<file path="src/rtl/ro_trng_pkg.sv">
// Shared constants and types for the ring-oscillator von Neumann extractor.
package ro_trng_pkg;
  localparam int BYTE_W         = 8;
  localparam int REP_W          = 8;
  localparam int REP_LIMIT_DEF  = 32;
  localparam int FIFO_DEPTH_DEF = 4;

  typedef enum logic {
    EMPTY      = 1'b0,
    HAVE_FIRST = 1'b1
  } pair_state_t;
endpackage

</file>
<file path="src/rtl/ro_byte_fifo.sv">
// Small synchronous byte FIFO; the head is read straight from the storage registers.
module ro_byte_fifo #(
  parameter int DEPTH = 4,
  parameter int W     = 8
) (
  input  logic         clk,
  input  logic         rst_n,
  input  logic         push,
  input  logic [W-1:0] push_data,
  input  logic         pop,
  output logic [W-1:0] pop_data,
  output logic         full,
  output logic         empty
);
  localparam int AW = $clog2(DEPTH);

  logic [W-1:0]  mem [DEPTH];
  logic [AW-1:0] wr_ptr, rd_ptr;
  logic [AW:0]   count;
  logic          do_push, do_pop;

  assign full     = (count == (AW+1)'(DEPTH));
  assign empty    = (count == '0);
  // a push into a full FIFO is allowed when the head leaves on the same edge
  assign do_push  = push & (~full | pop);
  assign do_pop   = pop & ~empty;
  assign pop_data = mem[rd_ptr];

  always_ff @(posedge clk or negedge rst_n) begin
    if (!rst_n) begin
      for (int i = 0; i < DEPTH; i++) mem[i] <= '0;
      wr_ptr <= '0;
      rd_ptr <= '0;
      count  <= '0;
    end else begin
      if (do_push) begin
        mem[wr_ptr] <= push_data;
        wr_ptr      <= wr_ptr + 1'b1;
      end
      if (do_pop) rd_ptr <= rd_ptr + 1'b1;
      case ({do_push, do_pop})
        2'b10:   count <= count + 1'b1;
        2'b01:   count <= count - 1'b1;
        default: count <= count;
      endcase
    end
  end
endmodule

</file>
<file path="src/rtl/ro_vn_extractor.sv">
// Von Neumann debiaser for a ring-oscillator raw bit stream, with repetition-count
// health monitor and an output byte FIFO.
module ro_vn_extractor
  import ro_trng_pkg::*;
#(
  parameter int REP_LIMIT  = REP_LIMIT_DEF,
  parameter int FIFO_DEPTH = FIFO_DEPTH_DEF
) (
  input  logic              clk,
  input  logic              rst_n,
  input  logic              raw_bit,
  input  logic              raw_valid,
  input  logic              en,
  input  logic              clear,
  output logic [BYTE_W-1:0] out_data,
  output logic              out_valid,
  input  logic              out_ready,
  output logic              health_fail,
  output logic              overflow
);
  localparam logic [REP_W-1:0] REP_MAX = REP_W'(REP_LIMIT);

  pair_state_t       state_q, state_d;
  logic              first_q;
  logic [BYTE_W-1:0] sreg_q;
  logic [2:0]        cnt_q;
  logic [REP_W-1:0]  rep_q, rep_next;
  logic              last_q;
  logic              armed_q;
  logic              health_q, ovf_q;

  logic accept, vn_valid, byte_done, pop, push, ovf_evt, trip;
  logic fifo_full, fifo_empty;

  // armed_q keeps the first edge after reset release from consuming a sample
  assign accept    = armed_q & en & raw_valid & ~clear;
  assign vn_valid  = accept && (state_q == HAVE_FIRST) && (first_q != raw_bit);
  assign byte_done = vn_valid && (cnt_q == 3'd7) && !health_q;
  assign pop       = out_valid & out_ready;
  assign push      = byte_done && (!fifo_full || pop);
  assign ovf_evt   = byte_done && fifo_full && !pop;
  assign trip      = accept && (rep_next == REP_MAX);

  always_comb begin
    rep_next = REP_W'(1);
    if (rep_q != '0 && raw_bit == last_q)
      rep_next = (rep_q >= REP_MAX) ? REP_MAX : rep_q + 1'b1;
  end

  always_comb begin
    state_d = state_q;
    if (clear || !en) begin
      state_d = EMPTY;
    end else if (accept) begin
      case (state_q)
        EMPTY:      state_d = HAVE_FIRST;
        HAVE_FIRST: state_d = EMPTY;
        default:    state_d = EMPTY;
      endcase
    end
  end

  always_ff @(posedge clk or negedge rst_n) begin
    if (!rst_n) begin
      state_q  <= EMPTY;
      first_q  <= 1'b0;
      sreg_q   <= '0;
      cnt_q    <= '0;
      rep_q    <= '0;
      last_q   <= 1'b0;
      armed_q  <= 1'b0;
      health_q <= 1'b0;
      ovf_q    <= 1'b0;
    end else begin
      state_q <= state_d;
      armed_q <= 1'b1;
      if (accept && state_q == EMPTY) first_q <= raw_bit;

      if (clear || !en || health_q) begin
        sreg_q <= '0;
        cnt_q  <= '0;
      end else if (vn_valid) begin
        sreg_q <= {sreg_q[BYTE_W-2:0], first_q};
        cnt_q  <= cnt_q + 3'd1;
      end

      if (clear) begin
        rep_q <= '0;
      end else if (accept) begin
        rep_q  <= rep_next;
        last_q <= raw_bit;
      end

      if (clear)     health_q <= 1'b0;
      else if (trip) health_q <= 1'b1;

      if (clear)        ovf_q <= 1'b0;
      else if (ovf_evt) ovf_q <= 1'b1;
    end
  end

  ro_byte_fifo #(.DEPTH(FIFO_DEPTH), .W(BYTE_W)) u_fifo (
    .clk       (clk),
    .rst_n     (rst_n),
    .push      (push),
    .push_data ({sreg_q[BYTE_W-2:0], first_q}),
    .pop       (pop),
    .pop_data  (out_data),
    .full      (fifo_full),
    .empty     (fifo_empty)
  );

  assign out_valid   = ~fifo_empty;
  assign health_fail = health_q;
  assign overflow    = ovf_q;
endmodule
</file>
<file path="config.mk">
export PLATFORM = sky130hd
export DESIGN_NAME = ro_vn_extractor
export DESIGN_NICKNAME = d
export VERILOG_FILES = /design/src/rtl/ro_trng_pkg.sv /design/src/rtl/ro_byte_fifo.sv /design/src/rtl/ro_vn_extractor.sv
export SDC_FILE = /design/constraint.sdc
export NUM_CORES = 1
export LEC_CHECK = 0
export CAP_MARGIN = 20
export CORE_MARGIN = 8
export CORE_UTILIZATION = 53
export DETAILED_ROUTE_END_ITERATION = 6
export PLACE_DENSITY = 0.75
export REMOVE_ABC_BUFFERS = 1
export SLEW_MARGIN = 25
export SYNTH_ARGS = -nofsm -noshare
export SYNTH_HDL_FRONTEND = slang
export SYNTH_SLANG_ARGS = --single-unit
</file>
<file path="constraint.sdc">
create_clock -name clk -period 2.2 [get_ports clk]
set_input_delay 0.55 -clock clk [delete_from_list [all_inputs] [get_ports clk]]
set_output_delay 0.55 -clock clk [all_outputs]
set_load 0.005 [all_outputs]
</file>
### Word level (Yosys, flattened, before mapping)

Index checks and enable logic that the tools add are counted.

| storage, ports and cells | value |
|---|---|
| bits in registers | 63 |
| bits in latches | 0 |
| RAM bits | 0 |
| memory bits (read-only) | 0 |
| output and inout bits | 11 |
| logic and storage cells | 95 |
| memories | 0 |

| operators by class | value |
|---|---|
| add/sub/neg operators | 6 |
| multipliers | 0 |
| div/mod/pow operators | 0 |
| $lt $le $gt $ge | 4 |
| eq/ne operators | 7 |
| shift operators | 0 |
| muxes and demuxes | 22 |
| bitwise logic cells | 13 |
| reductions and logical operators | 27 |

Operator list:

| operator | count |
|---|---|
| 8-bit two-way mux | 7 |
| 32-bit bitwise mux | 1 |
| 8-bit binary-select mux with 2-bit select | 1 |
| 8-bit demux with 2-bit select | 1 |
| 7-bit two-way mux | 2 |
| 2-bit nonzero test | 6 |
| 1-bit logical AND | 11 |
| 8-bit by 1-bit adder with 8-bit output, second input constant | 1 |
| 8-bit by 6-bit equality test with 1-bit output, second input constant | 1 |
| 8-bit by 6-bit greater-or-equal comparator with 1-bit output, second input constant | 1 |
| 8-bit nonzero test | 1 |
| 3-bit by 1-bit adder with 3-bit output, second input constant | 2 |
| 1-bit AND | 6 |
| 3-bit equality test, second input constant | 2 |
| 3-bit greater-or-equal comparator, second input constant | 2 |
| 1-bit two-way mux | 6 |
| 3-bit two-way mux | 2 |
| 2-bit inverter with 3-bit output | 2 |
| 3-bit one-hot mux with 2 select lines | 1 |
| 2-bit by 1-bit adder with 2-bit output, second input constant | 2 |
| 1-bit logical NOT | 4 |
| 1-bit inverter | 4 |
| 3-bit logical NOT | 1 |
| 1-bit logical OR | 3 |
| other kinds (9) | 9 |

### Depth between registers and ports, before layout

| logic depth | value |
|---|---|
| word-level depth | 11 |
| depth in mapped cells | 11 |
| depth with buffers taken out | 11 |

### By module

From an unflattened synthesis, not the netlist that was laid out.

| second synthesis, totals | value |
|---|---|
| cells, all modules | 219 |
| area total of the unflattened synthesis | 2969.1 um^2 |

Modules (own cells, without submodules):

| module | times used | cells an instance | area each (um^2) | sequential area each (um^2) |
|---|---|---|---|---|
| ro_byte_fifo | 1 | 115 | 1801.7 | 975.9 |
| ro_vn_extractor | 1 | 104 | 1167.4 | 600.6 |

### Worst setup path after synthesis

No wires, ideal clock.

| path | value |
|---|---|
| kind | input -> register |
| start | input port clear |
| end | register u_fifo.count[1] |
| library setup time | 0.083 ns |
| data arrival time | 2.376 ns |
| data required time | 2.117 ns |
| setup slack | -0.258 ns |
| cell stages on the path | 7 |
| path buffers | 0 |
| path through | nand4b_4 -> nor4b_4 -> inv_1 -> ha_1 -> inv_1 -> fa_1 -> o21ai_0 |

| between the ends | value |
|---|---|
| word-level cells in the longest chain between the ends | 10 |
| elaborated cells on any way between the ends | 12 |
| those cells by class | eq/ne: 2; mux: 1; bitwise: 3; reduce/logical: 6 |

Ends and longest elaborated chain:

| what | RTL line | text |
|---|---|---|
| start, declared | ro_vn_extractor.sv:14 | `input logic clear,` |
| 1-bit inverter (no line) * | - |  |
| 1-bit AND * | ro_vn_extractor.sv:36 | `assign accept = armed_q & en & raw_valid & ~clear;` |
| 1-bit logical AND * (2 in a row) | ro_vn_extractor.sv:37 | `assign vn_valid = accept && (state_q == HAVE_FIRST) && (first_q != raw_bit);` |
| 1-bit logical AND * (2 in a row) | ro_vn_extractor.sv:38 | `assign byte_done = vn_valid && (cnt_q == 3'd7) && !health_q;` |
| 1-bit logical AND * | ro_vn_extractor.sv:40 | `assign push = byte_done && (!fifo_full \|\| pop);` |
| 1-bit AND * | ro_byte_fifo.sv:25 | `assign do_push = push & (~full \| pop);` |
| 2-bit by 1-bit equality test with 1-bit output or 2-bit equality test (tied branches) | ro_byte_fifo.sv:41 | `case ({do_push, do_pop})` |
| 3-bit one-hot mux with 2 select lines or 2-bit nonzero test (tied branches) | - |  |
| end signal, assigned | ro_byte_fifo.sv:42 | `2'b10: count <= count + 1'b1;` |
| end signal, assigned | ro_byte_fifo.sv:43 | `2'b01: count <= count - 1'b1;` |
| end signal, assigned | ro_byte_fifo.sv:44 | `default: count <= count;` |
| end, declared | ro_byte_fifo.sv:19 | `logic [AW:0] count;` |

Mark *: on every way between the ends. The rest lies on a longest branch, timed or not.
A chain may end at the register's enable or synchronous reset.

### Final worst setup path

| path | value |
|---|---|
| start | register u_fifo.rd_ptr[0] |
| end | output port out_data[3] |

| between the ends | value |
|---|---|
| word-level cells in the longest chain between the ends | 4 |

Ends and longest elaborated chain:

| what | RTL line | text |
|---|---|---|
| start, declared | ro_byte_fifo.sv:18 | `logic [AW-1:0] wr_ptr, rd_ptr;` |
| start signal, assigned | ro_byte_fifo.sv:40 | `if (do_pop) rd_ptr <= rd_ptr + 1'b1;` |
| 2-bit inverter with 3-bit output (not written as such) | ro_byte_fifo.sv:27 | `assign pop_data = mem[rd_ptr];` |
| 8-bit binary-select mux with 2-bit select | ro_byte_fifo.sv:27 |  |
| 8-bit two-way mux (not written as such) (2 in a row) | ro_byte_fifo.sv:27 |  |
| end, declared | ro_vn_extractor.sv:15 | `output logic [BYTE_W-1:0] out_data,` |

No other way between the ends. The select of a mux whose other input is x is not followed.

==> qor.yml <==
run_status:
  status: "finished clean"
placement:
  place_inst: 311
  dpl.hpwl_mm: 3.36
  place_ws_ns: -0.443
  numPortBuffers: 17
  gp_congestion: 0.767
  placed_area_um2: 3270
drt:
  drc: 0
  wl_met2_mm: 2.53
  top_layer_used: "met4"
  routed_wl_mm: 5.24
  wl_met1_mm: 2.36
  dr.pass1.iters: 4
  wl_met3_um: 267
  vias: 1797
  drtIter0Drc: 110
  routedWlPerCell_um: 15.8
  postRouteAntennaNets: 0
  routed_via_density: 5.43
floorplan:
  boundaryPins: 18
  die_area_um2: 8060
  rows: 27
  coreArea_um2: 5370
  die_w_um: 89.8
  die_h_um: 89.8
  start_util_pct: 53.7
final_layout:
  final_layout_size_suffix_gt1_share_pct: 36.7
  finalNonFillerCells: 331
  fill_cells: 397
  num_antenna_cells: 0
  seq_area_um2: 1580
  multi_input_area_um2: 1280
  post-route-cell-area_um2: 3550
  nets: 271
  syn_to_final_growth_pct: 23.0
  fin_util_pct: 66.0
sta:
  setup_slack_ns: 0.0621
  period_minus_slack_ns: 2.14
  maxSlewViolCount: 0
  max_freq_ghz: 0.468
  skew_ns: 0.00751
  rsz0062_at_grt: "true"
  setup_viol: 0
  finalCritPeriodShare_pct: 97.2
  hold_viol: 0
synthesis:
  netlist.area_leader.share_pct: 54.7
  yosys_warnings: 0
  synthMostInstantiatedCell: "dfrtp_1"
  syn-cell-area_um2: 2880
  synth_edf_count: 0
  synthArstFlopShare_pct: 100
  synth_area_leaders: "dfrtp_1 (55%), mux2_2 (12%), mux4_2 (6.2%), ha_1 (3.9%), a22o_1 (2.7%)"
  syn_avg_cell_area_um2: 13.9
  synth_common_cells: "dfrtp_1 (63), mux2_2 (32), nand2_1 (13), inv_1 (11)"
  post-synth-top-area-cell: "dfrtp_1"
  synth.distinct_cells: 35
  synth_flop_cell: "dfrtp_1"
  ys_ff_latch: 63
  synthCells: 207
  synth-seq-area-share_pct: 54.7
power:
  power_frac_comb_pct: 4.2
  fin_total_pwr_w: 0.00244
  p_sw_w: 0.000525
  sequentialPowerShare_pct: 48.6
  internal-power_w: 0.00191
  switching_share_pct: 21.5
  p_clk_share_pct: 47.2
  irDropWorstVdd_uv: 550
  power.density_nw_per_um2: 688
  leakage_nw: 1.78
grt:
  grt_pass1_wl_mm: 9.16
  overflow: 0
  grt_max_degree: 64
  grt_pass1_vias: 1895
  antenna_found_initial: 0
  gr-usage-all-layers_pct: 14.0
clock_network:
  cts_sinks: 63
  cts_hold_buf: 0
  cts_tree: "yes"
  numCtsBuffers: 9
  cts_root_buf: "clkbuf_8"
  ctsHtreeMaxLevel: 3
  clk_pin_slew_ns: 0.07
  clk_latency_ns: 0.33
  cts.path.max_buffers: 2
worst_setup_path:
  worstSetupEndpointType: "primary output"
  endpoint: "out_data[3]"
  path_delay_family: "multiplexers"
  critPathMaxFanout: 4
  r2r_start: "cnt_q[0]$_DFFE_PN0P_"
  cp.arrival_ns: 1.59
  reg2reg_slack_ns: 0.12
  worstPathRequired_ns: 1.65
  criticalPathCategory: "flop to primary output"
  crit_chain: "buf_6 > mux4_2 > dlygate4sd2_1"
  cp-startpoint: "u_fifo.rd_ptr[0]$_DFFE_PN0P_"
  cp.depth: 3
  crit_buf_inv: 2
  max_stage_delay_ns: 0.48
  r2r_cells: 11
  slowest_stage: "mux4_2"
  worst_r2r_endpoint: "u_fifo.count[2]$_DFFE_PN0P_"
  crit_path_start_kind: "flop"
min_path:
  hold_path_class: "primary input to async pin"
run:
  maxCapViolCount: 0
## sequential cells by signal (all words and copies together) (netlist names)
signal         count
u_fifo.mem        32
rep_q              8
sreg_q             7
cnt_q              3
u_fifo.count       3
u_fifo.rd_ptr      2
u_fifo.wr_ptr      2
armed_q            1
first_q            1
health_fail        1
last_q             1
overflow           1
state_q            1
## worst register-to-register path: cells and delay by family (launching register included)
family,cells,cell delay (ns)
adders and majority gates,4,0.92
DFF,1,0.38
and+or+nand+nor,3,0.31
buffers and inverters,2,0.11
xor gates and xnor gates,2,0.30
## cell families after synthesis
| family | Yosys count | share of synthesized area, % |
|---|---|---|
| AO/OA/AOI/OAI | 26 | 6.55 |
| buffers and inverters | 13 | 1.69 |
| multiplexers | 42 | 19.5 |
| XOR/XNOR | 11 | 3.34 |
| flip-flops | 63 | 54.7 |
| AND/OR/NAND/NOR | 41 | 9.50 |
| adder cells (fa/ha/maj) | 10 | 4.60 |
| other | 1 | 0.130 |
## metrics by stage
step	setup TNS, ns	hold slack [ns]
6_report	0	0.208
5_1_grt	-0.0491	0.241
4_1_cts	-0.0462	0.225
3_5_place_dp	-5.97	0.469
3_3_place_gp	-5.57	0.466
2_1_floorplan	-0.516	0.254
## power groups by stage
| stage | combinational [W] | clock [W] | sequential [W] |
|---|---|---|---|
| finish | 0.000103 | 0.00115 | 0.00118 |
| global route | 0.000117 | 0.00122 | 0.00118 |
| CTS | 0.000103 | 0.00117 | 0.00118 |
| global placement | 0.000102 | 0 | 0.00120 |
| detailed placement | 0.000103 | 0 | 0.00120 |
| floorplan | 0.0000390 | 0 | 0.00120 |
## layout by cell type (no fill, tap or decap), drive strengths merged, types with 2 or more instances in the layout
cell type      Yosys  routed
nor4b              2       2
clkdlybuf4s15      0       3
nor3               2       2
xnor2              5       5
clkbuf             1      12
a22o               9       9
mux2              34      34
dfrtp             63      63
clkinvlp           0       2
nand2             17      17
and2               3       3
a21oi              2       2
dlymetal6s2s       0       3
clkdlybuf4s50      0       4
bufinv             0       2
nor2               6       6
a41oi              3       3
o21ai              4       4
dlygate4sd2        0       2
a31oi              4       4
nand3b             2       2
buf                1      25
ha                 9       9
nand3              2       2
nor3b              2       2
xor2               6       6
mux4               8       8
inv               11      11
o22ai              2       2
## layout make-up
| class | instances | area share (%) |
|---|---|---|
| clock inverters | 5 | 2.26 |
| well taps | 72 | 2.54 |
| clock buffers | 11 | 4.27 |
| flip-flops and latches | 63 | 44.5 |
| repair buffers | 38 | 9.24 |
| inverters | 11 | 1.16 |
| multi-input cells | 131 | 36.0 |
## routing by layer
layer / track usage (%) / vias to the layer above
li1: - / 844
met1: 17.9 / 896
met2: 21.4 / 50
met3: 5.32 / 7
met4: 4.51 / 0
met5: 0 / -
## worst min-delay path by stage
stage / from / end / slack (ns) / cells after the start
floorplan: rst_n / armed_q$_DFF_PN0_ / 0.25 / 0
global placement: u_fifo.count[2]$_DFFE_PN0P_ / u_fifo.count[2]$_DFFE_PN0P_ / 0.47 / 1
detailed placement: u_fifo.count[2]$_DFFE_PN0P_ / u_fifo.count[2]$_DFFE_PN0P_ / 0.47 / 1
CTS: rst_n / u_fifo.mem[23]$_DFFE_PN0P_ / 0.22 / 2
global route: rst_n / u_fifo.mem[7]$_DFFE_PN0P_ / 0.24 / 2
finish: rst_n / u_fifo.mem[7]$_DFFE_PN0P_ / 0.21 / 2
## repair_timing
item | 4_1_cts | 5_1_grt
hold endpoints to repair | 0 | 0
gates resized for setup | 23 | 11
buffers inserted | 3 | 1
pin swaps | 3 | 3
setup endpoints to repair | 9 | 8
No activity file was read; power rests on OpenSTA's default activity.
